**src/rtl/traffic_pkg.sv**
```systemverilog
// Shared lamp encodings, controller state enumeration and the all-red exit selector
// for the timed traffic-light controller.
package traffic_pkg;

  typedef logic [1:0] lamp_t;

  localparam lamp_t GREEN  = 2'b00;
  localparam lamp_t RED    = 2'b01;
  localparam lamp_t YELLOW = 2'b10;
  localparam lamp_t DARK   = 2'b11;

  // Four bits leave spare encodings so a corrupted state is detectable.
  typedef enum logic [3:0] {
    ES_GRN = 4'd0,
    ES_YEL = 4'd1,
    RED_A  = 4'd2,
    NS_GRN = 4'd3,
    NS_YEL = 4'd4,
    RED_B  = 4'd5,
    WALK   = 4'd6,
    FLASH  = 4'd7
  } tl_state_e;

  // Exit choice at an all-red boundary: flash beats pedestrian beats the opposite green.
  function automatic tl_state_e red_exit(input logic flash, input logic ped, input logic to_ns);
    if (flash) begin
      return FLASH;
    end else if (ped) begin
      return WALK;
    end else begin
      return to_ns ? NS_GRN : ES_GRN;
    end
  endfunction

endpackage

```
**src/rtl/tl_phase_timer.sv**
```systemverilog
// Dwell counter: clears on request, otherwise counts up; flags when the count
// reaches the terminal value supplied by the controller.
module tl_phase_timer #(
  parameter int unsigned CNT_W = 8
) (
  input  logic             clk_i,
  input  logic             rst_ni,
  input  logic             clr_i,
  input  logic [CNT_W-1:0] term_i,
  output logic             done_o
);

  logic [CNT_W-1:0] cnt_q, cnt_d;

  always_comb begin
    cnt_d = clr_i ? '0 : cnt_q + CNT_W'(1);
  end

  always_ff @(posedge clk_i or negedge rst_ni) begin
    if (!rst_ni) begin
      cnt_q <= '0;
    end else begin
      cnt_q <= cnt_d;
    end
  end

  assign done_o = (cnt_q == term_i);

endmodule

```
**src/rtl/traffic_light_timed.sv**
```systemverilog
// Two-way timed traffic-light controller with pedestrian walk phase and night flash mode.
// Lamps decode only from registered state, so they are glitch-free and safe-red by default.
module traffic_light_timed
  import traffic_pkg::*;
#(
  parameter int unsigned GREEN_CYC  = 8,
  parameter int unsigned YELLOW_CYC = 3,
  parameter int unsigned ALLRED_CYC = 2,
  parameter int unsigned WALK_CYC   = 5,
  parameter int unsigned FLASH_HALF = 4,
  parameter int unsigned CNT_W      = 8
) (
  input  logic       clk,
  input  logic       rst,
  input  logic       ped_req,
  input  logic       flash_mode,
  output logic [1:0] es_light,
  output logic [1:0] ns_light,
  output logic       walk,
  output logic       ped_wait
);

  tl_state_e        state_q, state_d;
  logic             ped_wait_q, ped_wait_d;
  logic             dir_ns_q, dir_ns_d;
  logic             flash_ph_q, flash_ph_d;  // 0 = yellow half, 1 = dark half
  logic             start_q;
  logic             clr;
  logic             done;
  logic [CNT_W-1:0] term;

  tl_phase_timer #(
    .CNT_W (CNT_W)
  ) u_timer (
    .clk_i  (clk),
    .rst_ni (rst),
    .clr_i  (clr),
    .term_i (term),
    .done_o (done)
  );

  always_comb begin
    term = '0;
    case (state_q)
      ES_GRN, NS_GRN: term = CNT_W'(GREEN_CYC - 1);
      ES_YEL, NS_YEL: term = CNT_W'(YELLOW_CYC - 1);
      RED_A, RED_B:   term = CNT_W'(ALLRED_CYC - 1);
      WALK:           term = CNT_W'(WALK_CYC - 1);
      FLASH:          term = CNT_W'(FLASH_HALF - 1);
      default:        term = '0;
    endcase
  end

  always_comb begin
    state_d    = state_q;
    dir_ns_d   = dir_ns_q;
    flash_ph_d = 1'b0;
    case (state_q)
      ES_GRN: if (done) state_d = ES_YEL;
      ES_YEL: if (done) state_d = RED_A;
      NS_GRN: if (done) state_d = NS_YEL;
      NS_YEL: if (done) state_d = RED_B;
      RED_A: begin
        if (done) begin
          state_d = red_exit(flash_mode, ped_wait_q, 1'b1);
          if (state_d == WALK) dir_ns_d = 1'b1;
        end
      end
      RED_B: begin
        if (done) begin
          state_d = red_exit(flash_mode, ped_wait_q, 1'b0);
          if (state_d == WALK) dir_ns_d = 1'b0;
        end
      end
      WALK: if (done) state_d = dir_ns_q ? NS_GRN : ES_GRN;
      FLASH: begin
        flash_ph_d = done ? ~flash_ph_q : flash_ph_q;
        if (!flash_mode) state_d = RED_B;
      end
      default: state_d = RED_B;
    endcase
    // First edge after reset release restarts the green dwell from zero.
    if (start_q) state_d = ES_GRN;

    clr = start_q || (state_d != state_q) || (state_q == FLASH && done);

    ped_wait_d = ped_wait_q;
    if (state_d == WALK || state_d == FLASH || state_q == WALK || state_q == FLASH) begin
      ped_wait_d = 1'b0;
    end else if (ped_req) begin
      ped_wait_d = 1'b1;
    end
  end

  always_ff @(posedge clk or negedge rst) begin
    if (!rst) begin
      state_q    <= ES_GRN;
      ped_wait_q <= 1'b0;
      dir_ns_q   <= 1'b1;
      flash_ph_q <= 1'b0;
      start_q    <= 1'b1;
    end else begin
      state_q    <= state_d;
      ped_wait_q <= ped_wait_d;
      dir_ns_q   <= dir_ns_d;
      flash_ph_q <= flash_ph_d;
      start_q    <= 1'b0;
    end
  end

  always_comb begin
    es_light = RED;
    ns_light = RED;
    walk     = 1'b0;
    case (state_q)
      ES_GRN: es_light = GREEN;
      ES_YEL: es_light = YELLOW;
      NS_GRN: ns_light = GREEN;
      NS_YEL: ns_light = YELLOW;
      WALK:   walk     = 1'b1;
      FLASH: begin
        es_light = flash_ph_q ? DARK : YELLOW;
        ns_light = flash_ph_q ? DARK : YELLOW;
      end
      default: ;
    endcase
  end

  assign ped_wait = ped_wait_q;

endmodule

```
**config.mk**
```make
export PLATFORM = sky130hd
export DESIGN_NAME = traffic_light_timed
export DESIGN_NICKNAME = d
export VERILOG_FILES = /design/src/rtl/traffic_pkg.sv /design/src/rtl/tl_phase_timer.sv /design/src/rtl/traffic_light_timed.sv
export SDC_FILE = /design/constraint.sdc
export NUM_CORES = 1
export LEC_CHECK = 0
export BUFFER_PORTS_ARGS = -buffer_cell sky130_fd_sc_hd__clkbuf_2
export CAP_MARGIN = 30
export CELL_PAD_IN_SITES_DETAIL_PLACEMENT = 1
export CELL_PAD_IN_SITES_GLOBAL_PLACEMENT = 1
export CORE_ASPECT_RATIO = 0.8
export CORE_MARGIN = 5
export CORE_UTILIZATION = 45
export CTS_CLUSTER_SIZE = 20
export DETAILED_ROUTE_END_ITERATION = 8
export PLACE_DENSITY = 0.79
export REMOVE_ABC_BUFFERS = 1
export SYNTH_ARGS = -nofsm -noshare
export SYNTH_HDL_FRONTEND = slang
export SYNTH_SLANG_ARGS = --single-unit
```
**constraint.sdc**
```tcl
create_clock -name clk -period 5.73 [get_ports clk]
set_clock_uncertainty 0.15 [all_clocks]
set_input_delay 1.719 -clock clk [delete_from_list [all_inputs] [get_ports clk]]
set_output_delay 1.719 -clock clk [all_outputs]
set_load 0.02 [all_outputs]
```
## Word-level counts from Yosys, hierarchy flattened

Memory sizes are Yosys's and may differ from the RTL's.
Index checks and enable logic that the tools add are counted.

| storage, ports and cells | value |
|---|---|
| memories kept | 1 |
| output and inout bits | 6 |
| memory bits (read-only) | 24 |
| register bits | 16 |
| logic and storage cells | 71 |
| bits of input ports | 4 |

Memories:

| name | depth | width | rd ports | clocked after memory_dff | wr ports | line | source |
|---|---|---|---|---|---|---|---|
| (no name shown) | 8 | 3 | 1 | 0 | 0 | traffic_light_timed.sv:44 | `case (state_q)` |

| operators by class | value |
|---|---|
| muxes and demuxes | 34 |
| bitwise operators | 1 |
| reduce and logical (&&, ||, !) cells | 10 |
| equal/unequal tests | 18 |
| add/sub/neg operators | 1 |

Operator list:

| kind | count |
|---|---|
| $mux W4 | 13 |
| $eq A4 B3 Y1 const B | 8 |
| $pmux W4 S8 | 1 |
| $mux W8 | 2 |
| $mux W3 | 4 |
| $pmux W2 S3 | 2 |
| $mux W1 | 10 |
| $ne A2 B2 Y1 const B | 5 |
| $add A8 B1 Y8 const B | 1 |
| $eq A4 B2 Y1 const B | 2 |
| $eq A8 B8 Y1 | 1 |
| $logic_or A1 B1 Y1 | 5 |
| $reduce_and A5 Y1 | 1 |
| $eq A4 B1 Y1 const B | 1 |
| $logic_not A4 Y1 | 1 |
| $ne A4 B4 Y1 | 1 |
| $reduce_bool A2 Y1 | 2 |
| $mux W2 | 1 |
| $pmux W1 S2 | 1 |
| $logic_and A1 B1 Y1 | 1 |
| $not A1 Y1 | 1 |

## Logic depth before layout (Yosys ltp)

An unclocked memory read counts as a cell.

| logic depth | value |
|---|---|
| depth in word-level cells | 13 |
| depth in mapped cells | 10 |
| depth with buffers taken out | 9 |

## Cells and area by module

A second synthesis with hierarchy kept.

| unflattened totals | value |
|---|---|
| cell total of the unflattened synthesis | 150 |
| area, all modules | 1243.7 um^2 |

Modules (own cells, without submodules):

| module | seq. area each (um^2) | area an instance (um^2) | cells each | times used |
|---|---|---|---|---|
| traffic_light_timed | 202.7 | 795.8 | 104 | 1 |
| tl_phase_timer | 200.2 | 447.9 | 46 | 1 |

## Least setup slack after synthesis

OpenSTA, ideal clock, no wires.

| timing | value |
|---|---|
| kind | register to output |
| start | reg state_q[0] |
| end | out ns_light[1] |
| stages on the path, launching flop included | 6 |
| arrival time | 1.503 ns |
| path slack | 2.358 ns |
| required time | 3.861 ns |
| buffers on the path | 1 |
| cell sequence | dfrtp_1 -> inv_1 -> ha_1 -> clkbuf_1 -> nor2_1 -> nor3_1 |

| on the way | value |
|---|---|
| longest elaborated chain between the ends | 2 |
| elaborated cells between the ends (all ways) | 4 |
| those cells by class | eq/ne: 3; mux: 1 |

Ends and longest elaborated chain:

| what | line | source |
|---|---|---|
| start, declared | traffic_light_timed.sv:23 | `tl_state_e state_q, state_d;` |
| start signal, assigned | traffic_light_timed.sv:103 | `state_q <= state_d;` |
| $eq A4 B3 Y1 or $eq A4 B2 Y1 (tied branches) | traffic_light_timed.sv:115 | `case (state_q)` |
| $pmux W2 S3 * | traffic_light_timed.sv:115 |  |
| end, declared | traffic_light_timed.sv:18 | `output logic [1:0] ns_light,` |

Mark *: on every way between the ends. The rest lies on a longest branch, timed or not.

## Worst setup path in the final report

| timing | value |
|---|---|
| start | reg state_q[0] |
| end | out ns_light[0] |

The elaborated chain is that of the path after synthesis.

==> qor.yml <==
ys_seq_elements: 16
leakage_nw: 0.607
startpoint: "state_q[0]$_DFF_PN0_"
stdcell_count: 206
slew_viol_final: 0
grt_pass1_vias: 1314
setup_viol: 0
hp-class: "register to register"
critPathArrivalTime_ps: 1980
clk_pin_slew_ps: 70
layout-drive-gt1-share_pct: 14.3
wl_per_cell_um: 18.8
grt_max_degree: 23
ir_drop_mv: 0.213
hold_depth: 2
regArea_um2: 403
die_area_um2: 4200
start_util_pct: 48.0
rsz0062_at_grt: "no"
place_area_um2: 1420
synth_top_area_share_pct: 26.0
hold_viol_final: 0
dpl_worst_slack_ps: 2090
hpwl_um: 2900
yosys_warnings: 0
coreArea_um2: 2810
area_growth_pct: 9.19
drt_pass1_iterations: 4
synth_area_leader_cell: "dfrtp_1"
io_buffer_count: 9
async_reset_ff_share_pct: 100
ys_seq_area_share_pct: 29.9
cts_max_level: 1
drt_iter0_drc: 124
holdBufCountCts: 0
viasPerCell: 6.33
post_cts_resized: 0
antenna_cells: 0
cts_tree: "yes"
fmax_mhz: 260
synth_cell_types: 56
grtUsageTotal_pct: 20.2
critPathRequiredTime_ps: 3860
status: "finished, final reports clean"
endpoint_kind: "output port"
num_rows: 17
nets: 179
num-fill-cells: 345
syn_area_per_cell_um2: 8.42
dieHeight_um: 58.9
finalWirelength_um: 3870
startpoint_type: "register"
antenna_found_initial: 0
synth_area_um2: 1350
synth_top_cells_by_area: "dfrtp_1 (26%), ha_1 (5.6%), nand2_1 (4.7%)"
multi_input_comb_area_um2: 898
placed_cells: 202
layout_worst_path_cycle_share_pct: 67.1
relSlewSlack_pct: 37.7
r2r_start: "state_q[1]$_DFF_PN0_"
synthCells: 160
post_cts_buffers: 0
timing.max_cap.violations: 0
cts_root_buffer: "clkbuf_8"
gp_congestion: 0.814
tightest_slew_ps: 927
rr_worst_depth: 9
drc: 0
ant_nets: 0
final_area_um2: 1470
cts_sinks: 16
powerDensity_nw_per_um2: 227
fin_ws_ps: 1880
period_needed_ps: 3850
worst_hold_startpoint: "dir_ns_q$_DFFE_PN1P_"
ys.flop_type: "dfrtp_1"
critPathMaxFanout: 8
synth_edf_count: 0
worst_skew_pair.late_latency_ps: 260
vias: 1304
tns_ps: 0
grt_pass1_wl_um: 6640
worstSetupPathType: "register to output port"
die_w_um: 71.2
cts_buffers: 3
clock_path_buffers: 2
p_total_mw: 0.334
grt_remaining_overflow: 0
pin_count: 10
[report_power, final]
part           switching (mW)  internal [mW]  total, mW
registers              0.0130          0.117      0.130
clock network          0.0421         0.0611      0.103
logic                  0.0657         0.0350      0.101
total                   0.121          0.213      0.334
[cell usage after synthesis (2+ instances only)]
cell       n
o21ai_0    6
nand3_1    6
dfstp_2    2
nor2_1    16
o41ai_1    2
dfrtp_1   14
nand2_1   17
a211oi_1   2
inv_1      6
o31a_1     2
nor2b_1    3
a21o_1     2
nand4_1    3
a21oi_1    9
nor3_1    11
a31oi_1    2
xor2_1     3
nand2b_1   2
ha_1       6
clkbuf_1   4
or4_1      2
xnor2_1    6
[area by class of cell]
class | instances | share of cell area (%)
inverter | 6 | 1.53
tap | 38 | 3.23
sequential | 16 | 27.4
multi-input combinational | 133 | 61.1
clock buffer | 4 | 3.74
timing repair buffer | 9 | 3.06
[cell families (layout without fill, tap and decap cells)]
| family | after synthesis | count (layout) | synth area share [%] |
|---|---|---|---|
| DFF | 16 | 16 | 29.9 |
| muxes | 1 | 1 | 0.743 |
| AOI/OAI and AO/OA | 43 | 43 | 25.7 |
| buffers and inverters | 12 | 19 | 3.71 |
| other | 1 | 2 | 0.278 |
| xor gates and xnor gates | 9 | 9 | 5.85 |
| adders and majority gates | 6 | 6 | 5.57 |
| and+or+nand+nor | 72 | 72 | 28.2 |
[placed cells by master (no fill, tap or decap), types with 3 or more instances in the layout]
cell type   n
nor2b_1     3
nand2_1    17
a21oi_1     9
ha_1        6
nand4_1     3
nor2_1     16
o21ai_0     6
clkbuf_2    9
xor2_1      3
clkbuf_8    4
nand3_1     6
xnor2_1     6
nor3_1     11
inv_1       6
dfrtp_1    14
[path summary, 6_finish.rpt]
kind	to	slack, ps
worst max-delay path	ns_light[0]	1880
worst min-delay path	dir_ns_q$_DFFE_PN1P_	350
worst max register to register	u_timer.cnt_q[2]$_DFF_PN0_	2180
worst min register to register	dir_ns_q$_DFFE_PN1P_	350
max in group asynchronous	start_q$_DFF_PN1_	3870
min in group asynchronous	flash_ph_q$_DFFE_PN0P_	1230
[per-stage QoR]
stage	hold WS, ps	util (%)
6_report	347	52.4
5_1_grt	392	52.4
4_1_cts	351	52.4
3_5_place_dp	340	50.4
3_3_place_gp	328	50.4
2_1_floorplan	316	-
[worst max-delay path, cell delays in order, from the launching register on]
cell and delay (ps):
dfrtp_1 470, inv_1 260, ha_1 390, a21oi_1 110, a311o_1 340, clkbuf_2 150
[registers in the layout, summed over array words and instances, names as in the netlist]
name	count
dir_ns_q	1
flash_ph_q	1
ped_wait	1
start_q	1
state_q	4
u_timer.cnt_q	8
[metal layers]
| metal | track usage [%] | wire length [um] |
|---|---|---|
| met5 | 0 | 0 |
| met4 | 5.63 | 47 |
| met3 | 2.73 | 196 |
| met2 | 31.0 | 1750 |
| met1 | 29.4 | 1880 |
(Power assumes the default switching activity.)
